### config.mk
export PLATFORM = sky130hd
export DESIGN_NAME = secondary_slot_multi_flat
export DESIGN_NICKNAME = d
export VERILOG_FILES = /design/src/rtl/secondary_slot_pkg.sv /design/src/rtl/secondary_slot_multi_if.sv /design/src/rtl/secondary_slot_channel.sv /design/src/rtl/secondary_slot_multi.sv /design/src/flat_wrapper.sv
export SDC_FILE = /design/constraint.sdc
export NUM_CORES = 1
export LEC_CHECK = 0
export BUFFER_PORTS_ARGS = -buffer_cell sky130_fd_sc_hd__buf_4
export CORE_MARGIN = 4
export CORE_UTILIZATION = 35
export DETAILED_ROUTE_END_ITERATION = 8
export HOLD_SLACK_MARGIN = 0.1
export PLACE_DENSITY_LB_ADDON = 0.12
export RECOVER_POWER = 25
export SLEW_MARGIN = 10
export SYNTH_ARGS = -nofsm -noshare
export SYNTH_HDL_FRONTEND = slang
export SYNTH_SLANG_ARGS = --single-unit
export TNS_END_PERCENT = 50
### constraint.sdc
create_clock -name clk -period 1.8 [get_ports clk]
set_input_delay 0.09 -clock clk [delete_from_list [all_inputs] [get_ports clk]]
set_output_delay 0.09 -clock clk [all_outputs]
set_load 0.01 [all_outputs]
### src/rtl/secondary_slot_pkg.sv
// secondary_slot_pkg: state encoding, register address and sub-slot field decode shared by the slot controller
package secondary_slot_pkg;
    typedef enum logic [1:0] {IDLE, ACK, RDWAIT, RELEASE} state_t;
    localparam logic [15:0] SUBSLOT_REG_ADDR = 16'hFFFF;
    function automatic logic [1:0] subslot_of(input logic [7:0] r, input logic [1:0] page);
        return r[{page, 1'b0} +: 2];
    endfunction
endpackage

### src/rtl/secondary_slot_multi_if.sv
// secondary_slot_multi_if: internal-bus side of the expanded-slot controller plus the decoded sub-slot selects
interface secondary_slot_multi_if #(parameter int NUM_SLOTS = 4);
    logic [NUM_SLOTS-1:0]   bus_sltsl;
    logic                   bus_memory_req;
    logic                   bus_ack;
    logic                   bus_wrt;
    logic [15:0]            bus_address;
    logic [7:0]             bus_wdata;
    logic [7:0]             bus_rdata;
    logic                   bus_rdata_en;
    logic [NUM_SLOTS*4-1:0] sltsl_ext;
    modport master (
        output bus_sltsl, bus_memory_req, bus_wrt, bus_address, bus_wdata,
        input  bus_ack, bus_rdata, bus_rdata_en, sltsl_ext
    );
    modport slave (
        input  bus_sltsl, bus_memory_req, bus_wrt, bus_address, bus_wdata,
        output bus_ack, bus_rdata, bus_rdata_en, sltsl_ext
    );
endinterface

### src/rtl/secondary_slot_channel.sv
// secondary_slot_channel: one primary slot's sub-slot register and its 4-way select decode
module secondary_slot_channel
    import secondary_slot_pkg::*;
#(
    parameter bit         EXPANDED    = 1'b1,
    parameter logic [7:0] RESET_VALUE = 8'h00
) (
    input  logic       clk,
    input  logic       reset,
    input  logic       we,
    input  logic       sel_en,
    input  logic       hide,
    input  logic [1:0] page,
    input  logic [7:0] wdata,
    output logic [7:0] value,
    output logic [3:0] sel
);
    always_ff @(posedge clk) begin
        if (reset) value <= RESET_VALUE;
        else if (we) value <= wdata;
    end
    // a pass-through slot always maps to sub-slot 0
    always_comb sel = (sel_en && !hide) ? 4'b0001 << (EXPANDED ? subslot_of(value, page) : 2'd0) : 4'b0000;
endmodule

### src/rtl/secondary_slot_multi.sv
// secondary_slot_multi: MSX expanded-slot controller; define SECONDARY_SLOT_READBACK_EN to also claim FFFFh reads
module secondary_slot_multi
    import secondary_slot_pkg::*;
#(
    parameter int         NUM_SLOTS     = 4,
    parameter logic [3:0] SLOT_EXPANDED = 4'b1111,
    parameter logic [7:0] RESET_VALUE   = 8'h00,
    parameter int         RD_LATENCY    = 1
) (
    input logic                  clk,
    input logic                  reset,
    secondary_slot_multi_if.slave bus
);
`ifdef SECONDARY_SLOT_READBACK_EN
    localparam bit READBACK = 1'b1;
`else
    localparam bit READBACK = 1'b0;
`endif
    state_t               state, state_nx;
    logic [1:0]           cnt;
    logic                 at_reg, claim, rd_txn;
    logic [NUM_SLOTS-1:0] hit, win;
    logic [7:0]           regs [NUM_SLOTS];
    logic [7:0]           rd_sel, rdata_q;

    assign at_reg = bus.bus_address == SUBSLOT_REG_ADDR;
    assign win    = hit & (~hit + NUM_SLOTS'(1));
    assign claim  = state == IDLE && |hit;

    for (genvar i = 0; i < NUM_SLOTS; i++) begin : g_ch
        assign hit[i] = bus.bus_memory_req && bus.bus_sltsl[i] && SLOT_EXPANDED[i] && at_reg
                        && (bus.bus_wrt || READBACK);
        secondary_slot_channel #(
            .EXPANDED    (SLOT_EXPANDED[i]),
            .RESET_VALUE (RESET_VALUE)
        ) u_ch (
            .clk    (clk),
            .reset  (reset),
            .we     (claim && bus.bus_wrt && win[i]),
            .sel_en (bus.bus_memory_req && bus.bus_sltsl[i]),
            .hide   (hit[i]),
            .page   (bus.bus_address[15:14]),
            .wdata  (bus.bus_wdata),
            .value  (regs[i]),
            .sel    (bus.sltsl_ext[i*4 +: 4])
        );
    end

    always_comb begin
        rd_sel = 8'h00;
        for (int j = 0; j < NUM_SLOTS; j++) rd_sel |= win[j] ? regs[j] : 8'h00;
    end

    always_ff @(posedge clk) begin
        if (reset) begin
            state   <= IDLE;
            cnt     <= 2'd0;
            rd_txn  <= 1'b0;
            rdata_q <= 8'h00;
        end else begin
            state <= state_nx;
            cnt   <= state == ACK ? 2'(RD_LATENCY - 1) : cnt - (state == RDWAIT ? 2'd1 : 2'd0);
            if (claim) rd_txn <= !bus.bus_wrt;
            if (claim && !bus.bus_wrt) rdata_q <= ~rd_sel;
        end
    end

    // RELEASE waits for the requester to drop its strobe so a held request is claimed once
    always_comb begin
        state_nx = state;
        unique case (state)
            IDLE:    state_nx = claim ? ACK : IDLE;
            ACK:     state_nx = rd_txn ? RDWAIT : RELEASE;
            RDWAIT:  state_nx = cnt == 2'd0 ? RELEASE : RDWAIT;
            RELEASE: state_nx = bus.bus_memory_req ? RELEASE : IDLE;
            default: state_nx = IDLE;
        endcase
    end

    assign bus.bus_ack      = state == ACK;
    assign bus.bus_rdata_en = state == RDWAIT && cnt == 2'd0;
    assign bus.bus_rdata    = bus.bus_rdata_en ? rdata_q : 8'h00;
endmodule

### src/flat_wrapper.sv
// flat-port wrapper written by rule: the top's interface ports become plain ports
module secondary_slot_multi_flat import secondary_slot_pkg::*;
#(
    parameter int         NUM_SLOTS     = 4,
    parameter logic [3:0] SLOT_EXPANDED = 4'b1111,
    parameter logic [7:0] RESET_VALUE   = 8'h00,
    parameter int         RD_LATENCY    = 1
)
  (clk, reset, bus_bus_sltsl, bus_bus_memory_req, bus_bus_wrt, bus_bus_address, bus_bus_wdata, bus_bus_ack, bus_bus_rdata, bus_bus_rdata_en, bus_sltsl_ext);
  secondary_slot_multi_if #(.NUM_SLOTS(NUM_SLOTS)) bus_i ();
  input logic clk;
  input logic reset;
  input wire logic [$bits(bus_i.bus_sltsl)-1:0] bus_bus_sltsl;
  input wire logic [$bits(bus_i.bus_memory_req)-1:0] bus_bus_memory_req;
  input wire logic [$bits(bus_i.bus_wrt)-1:0] bus_bus_wrt;
  input wire logic [$bits(bus_i.bus_address)-1:0] bus_bus_address;
  input wire logic [$bits(bus_i.bus_wdata)-1:0] bus_bus_wdata;
  output wire logic [$bits(bus_i.bus_ack)-1:0] bus_bus_ack;
  output wire logic [$bits(bus_i.bus_rdata)-1:0] bus_bus_rdata;
  output wire logic [$bits(bus_i.bus_rdata_en)-1:0] bus_bus_rdata_en;
  output wire logic [$bits(bus_i.sltsl_ext)-1:0] bus_sltsl_ext;
  assign bus_i.bus_sltsl = bus_bus_sltsl;
  assign bus_i.bus_memory_req = bus_bus_memory_req;
  assign bus_i.bus_wrt = bus_bus_wrt;
  assign bus_i.bus_address = bus_bus_address;
  assign bus_i.bus_wdata = bus_bus_wdata;
  assign bus_bus_ack = bus_i.bus_ack;
  assign bus_bus_rdata = bus_i.bus_rdata;
  assign bus_bus_rdata_en = bus_i.bus_rdata_en;
  assign bus_sltsl_ext = bus_i.sltsl_ext;
  secondary_slot_multi #(.NUM_SLOTS(NUM_SLOTS), .SLOT_EXPANDED(SLOT_EXPANDED), .RESET_VALUE(RESET_VALUE), .RD_LATENCY(RD_LATENCY)) u_core (.clk(clk), .reset(reset), .bus(bus_i));
endmodule
==> flow_summary.json <==
{
  "coreArea_um2": 6100,
  "grt_pass1_wl_um": 8250,
  "worst_pin_slew_ps": 445,
  "io_pins": 58,
  "grt_setup_unrepaired": "true",
  "synth-seq-cells": 45,
  "hold_buffers": 0,
  "die_width_um": 88.2,
  "drt_iter0_markers": 83,
  "dp_cells": 332,
  "core.rowCount": 28,
  "place_congestion": 0.712,
  "numPortBuffers": 57,
  "initial_core_util": 0.369,
  "clockBufferDepth": 2,
  "clk_pin_slew_worst_paths_ps": 90,
  "power_density_nw_per_um2": 639,
  "gr-total-overflow": 0,
  "numCtsBuffers": 5,
  "synth_area_um2": 2250,
  "antenna_found_initial": 0,
  "die_area_um2": 7780,
  "vias": 1665,
  "crit_fanout": 3,
  "crit_path_start_kind": "register",
  "drt.antenna.violating_nets": 0,
  "grt_max_degree": 54,
  "skew_ps": 9.24,
  "cp_data_arrival_time_ps": 1660,
  "path_cells": "mux4_1 -> nor4b_1 -> buf_4",
  "slowest_delay_ps": 580,
  "yosys_warnings": 0,
  "peakVddDrop_v": 0.000295,
  "drt_wl_total_um": 5150,
  "cts_sinks": 45,
  "cpLargestDelayFamily": "multiplexers",
  "finalSetupViolCount": 0,
  "die_height_um": 88.2,
  "clockRootBuffer": "clkbuf_8",
  "final_nets": 297,
  "fill_cells": 606,
  "p_leak_nw": 1.34,
  "drc": 0,
  "finalHoldViolCount": 0,
  "vias_per_cell": 4.90,
  "area_growth_pct": 25.2,
  "layout_setup_ws_ps": 45.9,
  "h-tree-depth": 2,
  "num_antenna_cells": 0,
  "dp_hpwl_um": 3800,
  "fmax_ghz": 0.570,
  "synthCells": 209,
  "firstDrtPassIters": 4,
  "wl_per_cell_um": 15.1,
  "slew_viol_final": 0,
  "critPathBufInv": 1,
  "dp_slack_ps": 285,
  "utilization": 0.463,
  "min_path_type": "input pin to register",
  "clk_latency_ps": 300,
  "crit_path_end_kind": "output pin",
  "cp.required_ps": 1710,
  "ys_seq_area_frac": 0.400,
  "syn_nets": 242,
  "outcome": "completed",
  "worstSetupPathType": "register to output pin",
  "syn_area_per_cell_um2": 10.8,
  "cts_tree": "yes",
  "seq_area_um2": 901,
  "min_period_ps": 1750,
  "max-slew-margin-rel": 0.701,
  "drv_cap": 0,
  "grt_usage": 0.138,
  "ys_types": 32,
  "fin_crit_sh": 0.974,
  "grt_pass1_vias": 1595,
  "critPathSlowestCell": "mux4_1",
  "fin_cells": 340,
  "multi_input_area_um2": 1280,
  "drive_gt1_frac": 0.309
}
metrics by stage:
stage          setup TNS, ps  area [um2]  hold WS, ps  total power [W]
2_1_floorplan              0        2250          302          0.00113
3_3_place_gp               0        2720          445          0.00122
3_5_place_dp               0        2720          448          0.00122
4_1_cts                    0        2810          147          0.00183
5_1_grt                -77.5        2820          172          0.00189
6_report                   0        2820          142          0.00180
tightest hold or removal path: stages:
cell      delay (ps)
buf_4             80
nand2b_1         100
mux2i_1          130
cells in the mapped netlist (all sizes together):
cell type | count | area (um2)
dfxtp | 45 | 901
nand2b | 41 | 257
mux2i | 32 | 320
nor2b | 10 | 62.6
and2 | 9 | 57.6
mux4 | 8 | 210
clkbuf | 7 | 36.3
nor3 | 7 | 35.0
nand3 | 6 | 35.0
nor4 | 6 | 52.6
buf | 5 | 40.0
nand2 | 5 | 26.3
nand4 | 5 | 61.3
nor3b | 4 | 30.0
nor4b | 4 | 35.0
a21oi | 3 | 15.0
nor2 | 3 | 11.3
and3 | 2 | 12.5
inv | 2 | 7.51
a211oi | 1 | 7.51
and3b | 1 | 8.76
ha | 1 | 12.5
nand4b | 1 | 8.76
xnor2 | 1 | 8.76
what timing repair did:
item | in CTS | in global routing
endpoints found under the hold margin | 0 | 0
setup endpoints to repair | 0 | 6
resized for setup | 0 | 9
setup buffers | 0 | 0
report_power, final:
part	internal (W)	switching (W)	leakage [nW]
Sequential	0.00100	0.00000663	0.362
Combinational	0.0000954	0.0000870	0.936
Clock	0.000268	0.000343	0.0439
layout by cell type, fill, tap and decap left out, drive strengths merged:
| master | n |
|---|---|
| and3 | 2 |
| nor4 | 6 |
| nand4 | 5 |
| nand3 | 6 |
| ha | 1 |
| nor2 | 3 |
| nor2b | 10 |
| nand2 | 5 |
| and2 | 9 |
| clkinv | 2 |
| inv | 2 |
| a211oi | 1 |
| nand2b | 41 |
| dfxtp | 45 |
| nand4b | 1 |
| clkinvlp | 1 |
| buf | 59 |
| nor3b | 4 |
| mux2i | 32 |
| and3b | 1 |
| clkbuf | 6 |
| mux4 | 8 |
| xnor2 | 1 |
| nor3 | 7 |
| nor4b | 4 |
| a21oi | 3 |
metal layers:
layer	share of wire	wire [um]	vias to the layer above	track usage
li1	-	-	855	-
met1	0.51	2650	750	0.210
met2	0.38	1940	55	0.191
met3	0.097	498	5	0.0326
met4	0.012	63	0	0.0453
met5	0	0	-	0
sequential cells by signal (all words and copies together) (netlist names):
register,cells
u_core.rdata_q,8
u_core.cnt,2
u_core.g_ch.u_ch.value,32
u_core.rd_txn,1
u_core.state,2
area by class of cell:
type / count / area share
clock buffers: 5 / 0.0244
clock inverters: 3 / 0.00621
inverters: 2 / 0.00266
multi-input cells: 150 / 0.456
flip-flops and latches: 45 / 0.319
well taps: 75 / 0.0333
repair buffers: 60 / 0.158
cells by family after synthesis:
| family | share of synthesized area |
|---|---|
| buffers and inverters | 0.0372 |
| muxes | 0.236 |
| xor gates and xnor gates | 0.00389 |
| and+or+nand+nor | 0.308 |
| adders and majority gates | 0.00555 |
| AOI/OAI and AO/OA | 0.0100 |
| DFF | 0.400 |
worst paths after layout:
check / start / to / slack [ps] / depth (start not counted)
min reg2reg: u_core.rdata_q[1] / u_core.rdata_q[1] / 460 / 1
max reg2reg: u_core.state[0] / u_core.g_ch[2].u_ch.value[7] / 210 / 4
min: bus_bus_wdata[2] / u_core.g_ch[1].u_ch.value[2] / 140 / 3
max: u_core.g_ch[2].u_ch.value[2] / bus_sltsl_ext[10] / 50 / 3
(Power assumes the default switching activity.)
